File: src/rtl/rp_pkg.sv
// Shared types and sizing for the repeated-pattern mask decoder.
package rp_pkg;

   typedef enum logic [1:0] {
      RP_IDLE,
      RP_CAPTURE,
      RP_CHECK,
      RP_DONE
   } rp_state_e;

   localparam int unsigned RP_PAT_MAX = 32;
   localparam int unsigned RP_CNT_W   = 22;

endpackage

File: src/rtl/rp_sat_counter.sv
// Up-counter with synchronous clear that holds once it reaches sat_i.
module rp_sat_counter #(
   parameter int unsigned WIDTH = 16
) (
   input  logic             clk_i,
   input  logic             rst_i,
   input  logic             en_i,
   input  logic             clr_i,
   input  logic             inc_i,
   input  logic [WIDTH-1:0] sat_i,
   output logic [WIDTH-1:0] count_o
);

   logic [WIDTH-1:0] count_q, count_d;

   always_comb begin
      count_d = count_q;
      if (clr_i) begin
         count_d = '0;
      end else if (inc_i && (count_q != sat_i)) begin
         count_d = count_q + 1'b1;
      end
   end

   always_ff @(posedge clk_i or posedge rst_i) begin
      if (rst_i) begin
         count_q <= '0;
      end else if (en_i) begin
         count_q <= count_d;
      end
   end

   assign count_o = count_q;

endmodule

File: src/rtl/rp_pattern_decoder.sv
// Receive side of the repeated-pattern mask stream: captures the first w bits
// as the pattern, then checks every later bit against it until the frame ends.
module rp_pattern_decoder
   import rp_pkg::*;
#(
   parameter int unsigned image_sensor_w = 300,
   parameter int unsigned image_sensor_h = 300,
   parameter int unsigned CNT_W          = 16
) (
   input  logic                  clk,
   input  logic                  rst,
   input  logic                  clk_en,
   input  logic [4:0]            pattern_w,
   input  logic                  start,
   input  logic                  rp_mask_bit,
   input  logic                  rp_valid,
   output logic [0:RP_PAT_MAX-1] pattern_out,
   output logic                  pattern_valid,
   output logic                  busy,
   output logic                  mismatch,
   output logic [CNT_W-1:0]      mismatch_count,
   output logic [RP_CNT_W-1:0]   bit_count,
   output logic                  done,
   output logic                  cfg_err
);

   // Bits beyond one row cannot belong to a frame; reaching this ends it.
   localparam logic [RP_CNT_W-1:0] BIT_SAT = RP_CNT_W'(image_sensor_w + 1);

   // Row count is reserved for a future frame-size check.
   if (image_sensor_h == 0) begin : g_h_reserved
   end

   rp_state_e             state_q, state_d;
   logic [4:0]            w_q, w_d;
   logic [4:0]            idx_q, idx_d;
   logic [0:RP_PAT_MAX-1] pattern_q, pattern_d;
   logic                  pvalid_q, pvalid_d;
   logic                  mismatch_q, mismatch_d;
   logic                  done_q, cfg_err_q, valid_prev_q;

   logic                  restart, frame_end, take_bit, cfg_bad;
   logic                  last_idx, bit_miss, miss_inc;
   logic [4:0]            pos;
   logic [RP_CNT_W-1:0]   bit_count_w;
   logic [CNT_W-1:0]      miss_count_w;

   assign last_idx = (idx_q == (w_q - 5'd1));
   assign pos      = w_q - 5'd1 - idx_q;
   assign bit_miss = rp_mask_bit ^ pattern_q[pos];
   assign miss_inc = take_bit && (state_q == RP_CHECK) && bit_miss;

   always_ff @(posedge clk or posedge rst) begin
      if (rst) begin
         state_q <= RP_IDLE;
      end else if (clk_en) begin
         state_q <= state_d;
      end
   end

   always_comb begin
      state_d   = state_q;
      restart   = 1'b0;
      frame_end = 1'b0;
      take_bit  = 1'b0;
      cfg_bad   = start && (pattern_w == '0);
      case (state_q)
         RP_IDLE, RP_DONE: begin
            if (start && (pattern_w != '0)) begin
               restart = 1'b1;
               state_d = RP_CAPTURE;
            end
         end
         RP_CAPTURE, RP_CHECK: begin
            if (start && (pattern_w != '0)) begin
               restart = 1'b1;
               state_d = RP_CAPTURE;
            end else if ((bit_count_w == BIT_SAT) || (valid_prev_q && !rp_valid)) begin
               frame_end = 1'b1;
               state_d   = RP_DONE;
            end else if (rp_valid) begin
               take_bit = 1'b1;
               if ((state_q == RP_CAPTURE) && last_idx) begin
                  state_d = RP_CHECK;
               end
            end
         end
         default: state_d = RP_IDLE;
      endcase
   end

   always_comb begin
      busy = (state_q == RP_CAPTURE) || (state_q == RP_CHECK);
   end

   always_comb begin
      pattern_d  = pattern_q;
      pvalid_d   = pvalid_q;
      mismatch_d = mismatch_q;
      idx_d      = idx_q;
      w_d        = w_q;
      if (restart) begin
         pattern_d  = '0;
         pvalid_d   = 1'b0;
         mismatch_d = 1'b0;
         idx_d      = '0;
         w_d        = pattern_w;
      end else if (take_bit) begin
         idx_d = last_idx ? 5'd0 : idx_q + 5'd1;
         if (state_q == RP_CAPTURE) begin
            pattern_d[pos] = rp_mask_bit;
            if (last_idx) begin
               pvalid_d = 1'b1;
            end
         end else if (bit_miss) begin
            mismatch_d = 1'b1;
         end
      end
   end

   always_ff @(posedge clk or posedge rst) begin
      if (rst) begin
         w_q          <= '0;
         idx_q        <= '0;
         pattern_q    <= '0;
         pvalid_q     <= 1'b0;
         mismatch_q   <= 1'b0;
         done_q       <= 1'b0;
         cfg_err_q    <= 1'b0;
         valid_prev_q <= 1'b0;
      end else if (clk_en) begin
         w_q          <= w_d;
         idx_q        <= idx_d;
         pattern_q    <= pattern_d;
         pvalid_q     <= pvalid_d;
         mismatch_q   <= mismatch_d;
         done_q       <= frame_end;
         cfg_err_q    <= cfg_bad;
         valid_prev_q <= rp_valid;
      end
   end

   rp_sat_counter #(.WIDTH(RP_CNT_W)) u_bit_cnt (
      .clk_i   (clk),
      .rst_i   (rst),
      .en_i    (clk_en),
      .clr_i   (restart),
      .inc_i   (take_bit),
      .sat_i   (BIT_SAT),
      .count_o (bit_count_w)
   );

   rp_sat_counter #(.WIDTH(CNT_W)) u_miss_cnt (
      .clk_i   (clk),
      .rst_i   (rst),
      .en_i    (clk_en),
      .clr_i   (restart),
      .inc_i   (miss_inc),
      .sat_i   ('1),
      .count_o (miss_count_w)
   );

   assign pattern_out    = pattern_q;
   assign pattern_valid  = pvalid_q;
   assign mismatch       = mismatch_q;
   assign mismatch_count = miss_count_w;
   assign bit_count      = bit_count_w;
   assign done           = done_q;
   assign cfg_err        = cfg_err_q;

endmodule

File: config.mk
export PLATFORM = sky130hd
export DESIGN_NAME = rp_pattern_decoder
export DESIGN_NICKNAME = d
export VERILOG_FILES = /design/src/rtl/rp_pkg.sv /design/src/rtl/rp_sat_counter.sv /design/src/rtl/rp_pattern_decoder.sv
export SDC_FILE = /design/constraint.sdc
export NUM_CORES = 1
export LEC_CHECK = 0
export ABC_AREA = 1
export CORE_UTILIZATION = 40
export CTS_CLUSTER_DIAMETER = 120
export DETAILED_ROUTE_END_ITERATION = 10
export GPL_TIMING_DRIVEN = 0
export SYNTH_ARGS = -nofsm -noshare
export SYNTH_HDL_FRONTEND = slang
export SYNTH_SLANG_ARGS = --single-unit
export TNS_END_PERCENT = 5
File: constraint.sdc
create_clock -name clk -period 4.35 [get_ports clk]
set_input_delay 1.305 -clock clk [delete_from_list [all_inputs] [get_ports clk]]
set_output_delay 1.305 -clock clk [all_outputs]
set_load 0.02 [all_outputs]
Word level (Yosys, flattened, before mapping)
Cells that the tools add are included.

Add/sub/neg operators: 5. Magnitude comparators: 2. Equality and inequality tests: 11. Multiplexer cells: 39. Bitwise logic cells: 2. Reductions and logical operators: 32.

Operators by type and width (number): 32-bit two-way mux (3); 22-bit two-way mux (2); 32-bit bitwise mux (1); 16-bit two-way mux (2); 22-bit by 1-bit adder with 22-bit output, second input constant (1); 22-bit by 9-bit equality test with 1-bit output, second input constant (1); 22-bit by 9-bit != test with 1-bit output, second input constant (1); 1-bit two-way mux (20); 16-bit by 1-bit adder with 16-bit output, second input constant (1); 16-bit != test, second input constant (1); 5-bit two-way mux (3); 4-bit AND reduction (3); 2-bit nonzero test (6); 2-bit two-way mux (5); 1-bit logical AND (9); 4-bit != test, second input constant (2); 2-bit AND reduction (4); 6-bit greater-or-equal comparator, second input constant (1); 6-bit by 1-bit < comparator with 1-bit output, second input constant (1); 5-bit inverter with 6-bit output (1); 5-bit by 1-bit adder with 5-bit output, second input constant (1); 1-bit binary-select mux with 5-bit select (1); 1-bit demux with 5-bit select (1); 5-bit equality test (1); other kinds (15) (19).

Flip-flop bits (word level): 87. Input bits: 11. Output and inout port bits: 75. Logic and storage cells: 102.

Longest topological paths before layout
Depth after elaboration: 11. Mapped depth: 19. Mapped depth without buffers: 18.

Cells and area by module
From an unflattened synthesis, not the netlist that was laid out.

Cells, all modules: 1107. Area, all modules: 6692.7 sq um.

Modules (own cells, without submodules): rp_pattern_decoder (instances 1, cells an instance 530, area an instance 3424.5 sq um, sequential area each 1226.2 sq um); rp_sat_counter (u_bit_cnt) (instances 1, cells an instance 337, area an instance 1911.8 sq um, sequential area each 550.5 sq um); rp_sat_counter (u_miss_cnt) (instances 1, cells an instance 240, area an instance 1356.3 sq um, sequential area each 400.4 sq um).

Least setup slack after synthesis
No wires, ideal clock.

Kind: in2reg. From: input pattern_w[1]. To: register u_miss_cnt.count_q[12] (netlist: u_miss_cnt.count_o[12]). Arrival time: 2.644 ns. Setup slack: 1.589 ns. Stages: 11. Buffers on the path: 1. Cells stage by stage: nor3_2 -> nand3_2 -> nand2_4 -> nand2_4 -> nor3_4 -> nand2_2 -> nor2_4 -> nand2_8 -> buf_12 -> nand3_2 -> nand2_1.

Cells in the longest elaborated chain, start to end: 9.

RTL lines: from (decl) (RTL line rp_pattern_decoder.sv:13) `input logic [4:0] pattern_w,`; 5-bit nonzero test (*) (RTL line rp_pattern_decoder.sv:69, rp_pattern_decoder.sv:75); 1-bit logical AND (*) (RTL line rp_pattern_decoder.sv:69, rp_pattern_decoder.sv:75); 1-bit two-way mux (RTL line rp_pattern_decoder.sv:75) `if (start && (pattern_w != '0)) begin`; 1-bit two-way mux (RTL line rp_pattern_decoder.sv:67) `case (state_q)`; 1-bit logical AND (2 in series) (RTL line rp_pattern_decoder.sv:51) `assign miss_inc = take_bit && (state_q == RP_CHECK) && bit_miss;`; 1-bit logical AND (RTL line rp_sat_counter.sv:20) `end else if (inc_i && (count_q != sat_i)) begin`; 2-bit nonzero test (no line); 2-bit AND reduction (no line); to (signal assigned) (RTL line rp_sat_counter.sv:29) `count_q <= count_d;`; to (decl) (RTL line rp_sat_counter.sv:14) `logic [WIDTH-1:0] count_q, count_d;`.

Every way passes the cells marked *; elsewhere a longest branch is shown, timed or not. The select of a mux whose other input is x is not followed. A chain may end at the register's enable or synchronous reset.

Worst setup path after layout
From: input pattern_w[1]. To: register u_miss_cnt.count_q[1] (netlist: u_miss_cnt.count_o[1]).

Same word-level chain as after synthesis.

==> flow_summary.json <==
{
  "regArea_um2": 2180,
  "cts_buffer_depth": 2,
  "grt_max_degree": 67,
  "p_clk_share_pct": 24.4,
  "cts_resized": 0,
  "timing.rr.start": "w_q[0]$_DFFE_PP0P_",
  "syn_area_um2": 5750,
  "finalClockSkew_ns": 0.00822,
  "drc": 0,
  "setup-violations-final": 0,
  "dieArea_um2": 14900,
  "wl_per_cell_um": 15.2,
  "worstHoldPathType": "register to register",
  "coreArea_um2": 13900,
  "first_pass_iters": 5,
  "min_period_over_period_pct": 77.0,
  "synth_top_area_share_pct": 37.9,
  "postSynthAreaPerCell_um2": 7.07,
  "power_density_nw_per_um2": 402,
  "crit_chain": "clkdlybuf4s50_1 > nor3_2 > nand3_2 > nand2_4 > nand2_4 > nor3_4 > nand2_2 > nor2_4 > nand2_8 > buf_12 > nand3_2 > nand2_1",
  "fmax_mhz": 298,
  "worst_setup_path_end_kind": "register",
  "fp.dieH_um": 122,
  "max_stage_delay_ns": 0.44,
  "path_buf_inv": 2,
  "cell_internal_pwr_mw": 1.66,
  "gr-usage-met1_pct": 33.6,
  "switchingPower_mw": 1.19,
  "synth.area.top_cells": "dfrtp_1 38%, nand2_1 17%, nand3_1 5.6%",
  "finalHoldViolCount": 0,
  "top_usage_layer": "met2",
  "synth-main-ff-cell": "dfrtp_1",
  "criticalPathCategory": "primary input to register",
  "initial_core_util_pct": 41.3,
  "rsz0062_at_grt": "no",
  "die_width_um": 122,
  "drt_iter0_drc": 395,
  "worst_pin_slew_ns": 0.711,
  "synth_most_common_cell": "nand2_1",
  "vias_per_cell": 5.21,
  "yosys-top-cells-count": "263 x nand2_1, 87 x dfrtp_1, 85 x inv_1",
  "clock_latency_ns": 0.35,
  "root_buffer": "clkbuf_16",
  "h-tree-depth": 3,
  "grt_overflow": 0,
  "std_cell_rows": 43,
  "path_clk_slew_ns": 0.06,
  "dpl_cell_area_um2": 6850,
  "hpwlAfterDp_um": 12100,
  "crit_path_top_delay_cell": "clkdlybuf4s50_1",
  "cp_num_cells": 12,
  "vias": 5689,
  "antenna_found_initial": 0,
  "ctsHoldBuffers": 0,
  "final_layout_size_suffix_gt1_share_pct": 8.00,
  "yosysSeqAreaShare_pct": 37.9,
  "ys_ff_latch": 87,
  "grt_util_all_layers_pct": 23.8,
  "synth_cell_types": 44,
  "ys.warnings.count": 0,
  "cts_buffers": 9,
  "leakage_nw": 3.28,
  "drv_slew": 0,
  "drv_cap": 0,
  "portBuffers": 84,
  "syn_to_final_growth_pct": 23.3,
  "cts_tree": "yes",
  "ant_nets": 0,
  "fin_area_um2": 7090,
  "syn_inst": 813,
  "nFillCells": 1387,
  "reg2reg_slack_ns": 1.28,
  "whs_ns": 0.502,
  "finalSetupTns_ns": 0,
  "arrival_ns": 3.59,
  "max-vdd-ir-drop_mv": 0.216,
  "combPwrFrac_pct": 42.2,
  "gp_congestion": 0.920,
  "yosysTopAreaCell": "dfrtp_1",
  "final_nets": 932,
  "r2r-end": "u_miss_cnt.count_o[1]$_DFFE_PP0P_",
  "critical-path-top-delay-family": "simple AND/OR/NAND/NOR gates",
  "grt_use_met3_pct": 2.67,
  "startpoint_type": "primary input",
  "pwr-share-seq_pct": 33.4,
  "min_period_ns": 3.35,
  "async_flop_share_pct": 100,
  "globalRouteMet2Util_pct": 36.9,
  "cts_sinks": 87,
  "path_max_fanout": 10,
  "r2r_cells": 16,
  "post_cts_buffers": 0,
  "p_sw_share_pct": 41.7,
  "slew-limit-headroom_pct": 52.2,
  "drt-total-wl_um": 16600,
  "synth_edf_count": 0,
  "syn-num-nets": 836,
  "io_pins": 86,
  "critPathRequiredTime_ns": 4.59,
  "endpoint": "u_miss_cnt.count_o[1]$_DFFE_PP0P_",
  "grt_pass1_vias": 5320,
  "cp-startpoint": "pattern_w[1]",
  "multi_input_area_um2": 3070,
  "n_antenna_cell": 0,
  "status": "completed",
  "grt_pass1_wl_um": 27200
}
## kinds of logic (layout without fill, tap and decap cells)
kind of cell,after synthesis,count (layout),share of synthesized area (%)
xor gates and xnor gates,27,27,4.50
adders and majority gates,12,12,2.74
DFF,87,87,37.9
buffers and inverters,120,219,8.77
AOI/OAI and AO/OA,87,87,8.53
and+or+nand+nor,480,480,37.6
## how the worst min path moves through the flow
stage,from,to,slack [ns],depth (start not counted)
final,pattern_out[22]$_DFFE_PP0P_,pattern_out[22]$_DFFE_PP0P_,0.50,2
after CTS,pattern_out[20]$_DFFE_PP0P_,pattern_out[20]$_DFFE_PP0P_,0.50,2
after floorplan,state_q[0]$_DFFE_PP0P_,state_q[0]$_DFFE_PP0P_,0.48,2
after detailed placement,pattern_out[20]$_DFFE_PP0P_,pattern_out[20]$_DFFE_PP0P_,0.49,2
after global routing,pattern_out[13]$_DFFE_PP0P_,pattern_out[13]$_DFFE_PP0P_,0.53,2
after global placement,pattern_out[15]$_DFFE_PP0P_,pattern_out[15]$_DFFE_PP0P_,0.48,2
## cell type report
class	instances	area share (%)
multi-input cells	606	43.3
flip-flops and latches	87	30.7
repair buffers	85	12.2
inverters	90	4.80
clock buffers	12	3.33
well taps	180	3.18
plain buffers	30	2.35
clock inverters	2	0.141
## power by group through the flow
stage,clock network [mW],registers [mW],logic (mW)
floorplan,0,1.01,0.763
global placement,0,0.964,1.18
detailed placement,0,0.966,1.20
CTS,0.712,0.952,1.20
global route,0.744,0.962,1.34
finish,0.696,0.952,1.20
## metal layers
metal  wire (µm)  up-vias
li1            -     2792
met1        7980     2687
met2        7470      185
met3         807       25
met4         325        0
met5           0        -
## state kept, by name, indices dropped and copies added (netlist names)
signal and count:
state_q 2, pattern_out 32, valid_prev_q 1, mismatch 1
done 1, cfg_err 1, u_miss_cnt.count_o 16, idx_q 5
u_bit_cnt.count_o 22, pattern_valid 1, w_q 5
## metrics by stage
| stage | total power, mW | util, % | instances | worst slack, ns |
|---|---|---|---|---|
| finish | 2.85 | 50.9 | 1092 | 0.999 |
| detailed placement | 2.16 | 49.1 | 1078 | 0.585 |
| CTS | 2.87 | 50.9 | 1092 | 0.936 |
| global placement | 2.14 | 48.9 | 1077 | -0.828 |
| global route | 3.04 | 50.9 | 1092 | 0.774 |
| floorplan | 1.78 | - | 813 | 0.795 |
## tightest hold or removal path, delay by kind of cell (launching register included)
kind	cells	cell delay, ns
flip-flops	1	0.37
AND/OR/NAND/NOR	2	0.11
## cell usage in the layout, fill, tap and decap left out, types with 2 or more instances in the layout
master / netlist / final
nand2_1: 263 / 263
dfrtp_1: 87 / 87
inv_1: 85 / 84
clkdlybuf4s50_1: 0 / 84
nor2_1: 79 / 79
nand3_1: 64 / 64
o21ai_0: 27 / 27
o21ai_1: 27 / 27
xor2_1: 21 / 21
nand4_1: 17 / 17
buf_2: 15 / 15
nor3_1: 15 / 15
a21oi_1: 14 / 14
nand3_2: 12 / 12
clkbuf_1: 9 / 12
ha_1: 11 / 11
o31ai_1: 10 / 10
clkbuf_16: 0 / 9
nand2_2: 5 / 5
nor4_1: 5 / 5
nand2_4: 4 / 4
inv_2: 4 / 4
nor2_2: 4 / 4
buf_4: 3 / 3
nand3b_1: 3 / 3
xnor2_1: 3 / 3
o21a_1: 3 / 3
xor2_2: 2 / 2
nor3_4: 2 / 2
nor3b_1: 2 / 2
a31oi_1: 2 / 2
clkinv_2: 0 / 2
Note: power is estimated with default switching activity, not from simulation.
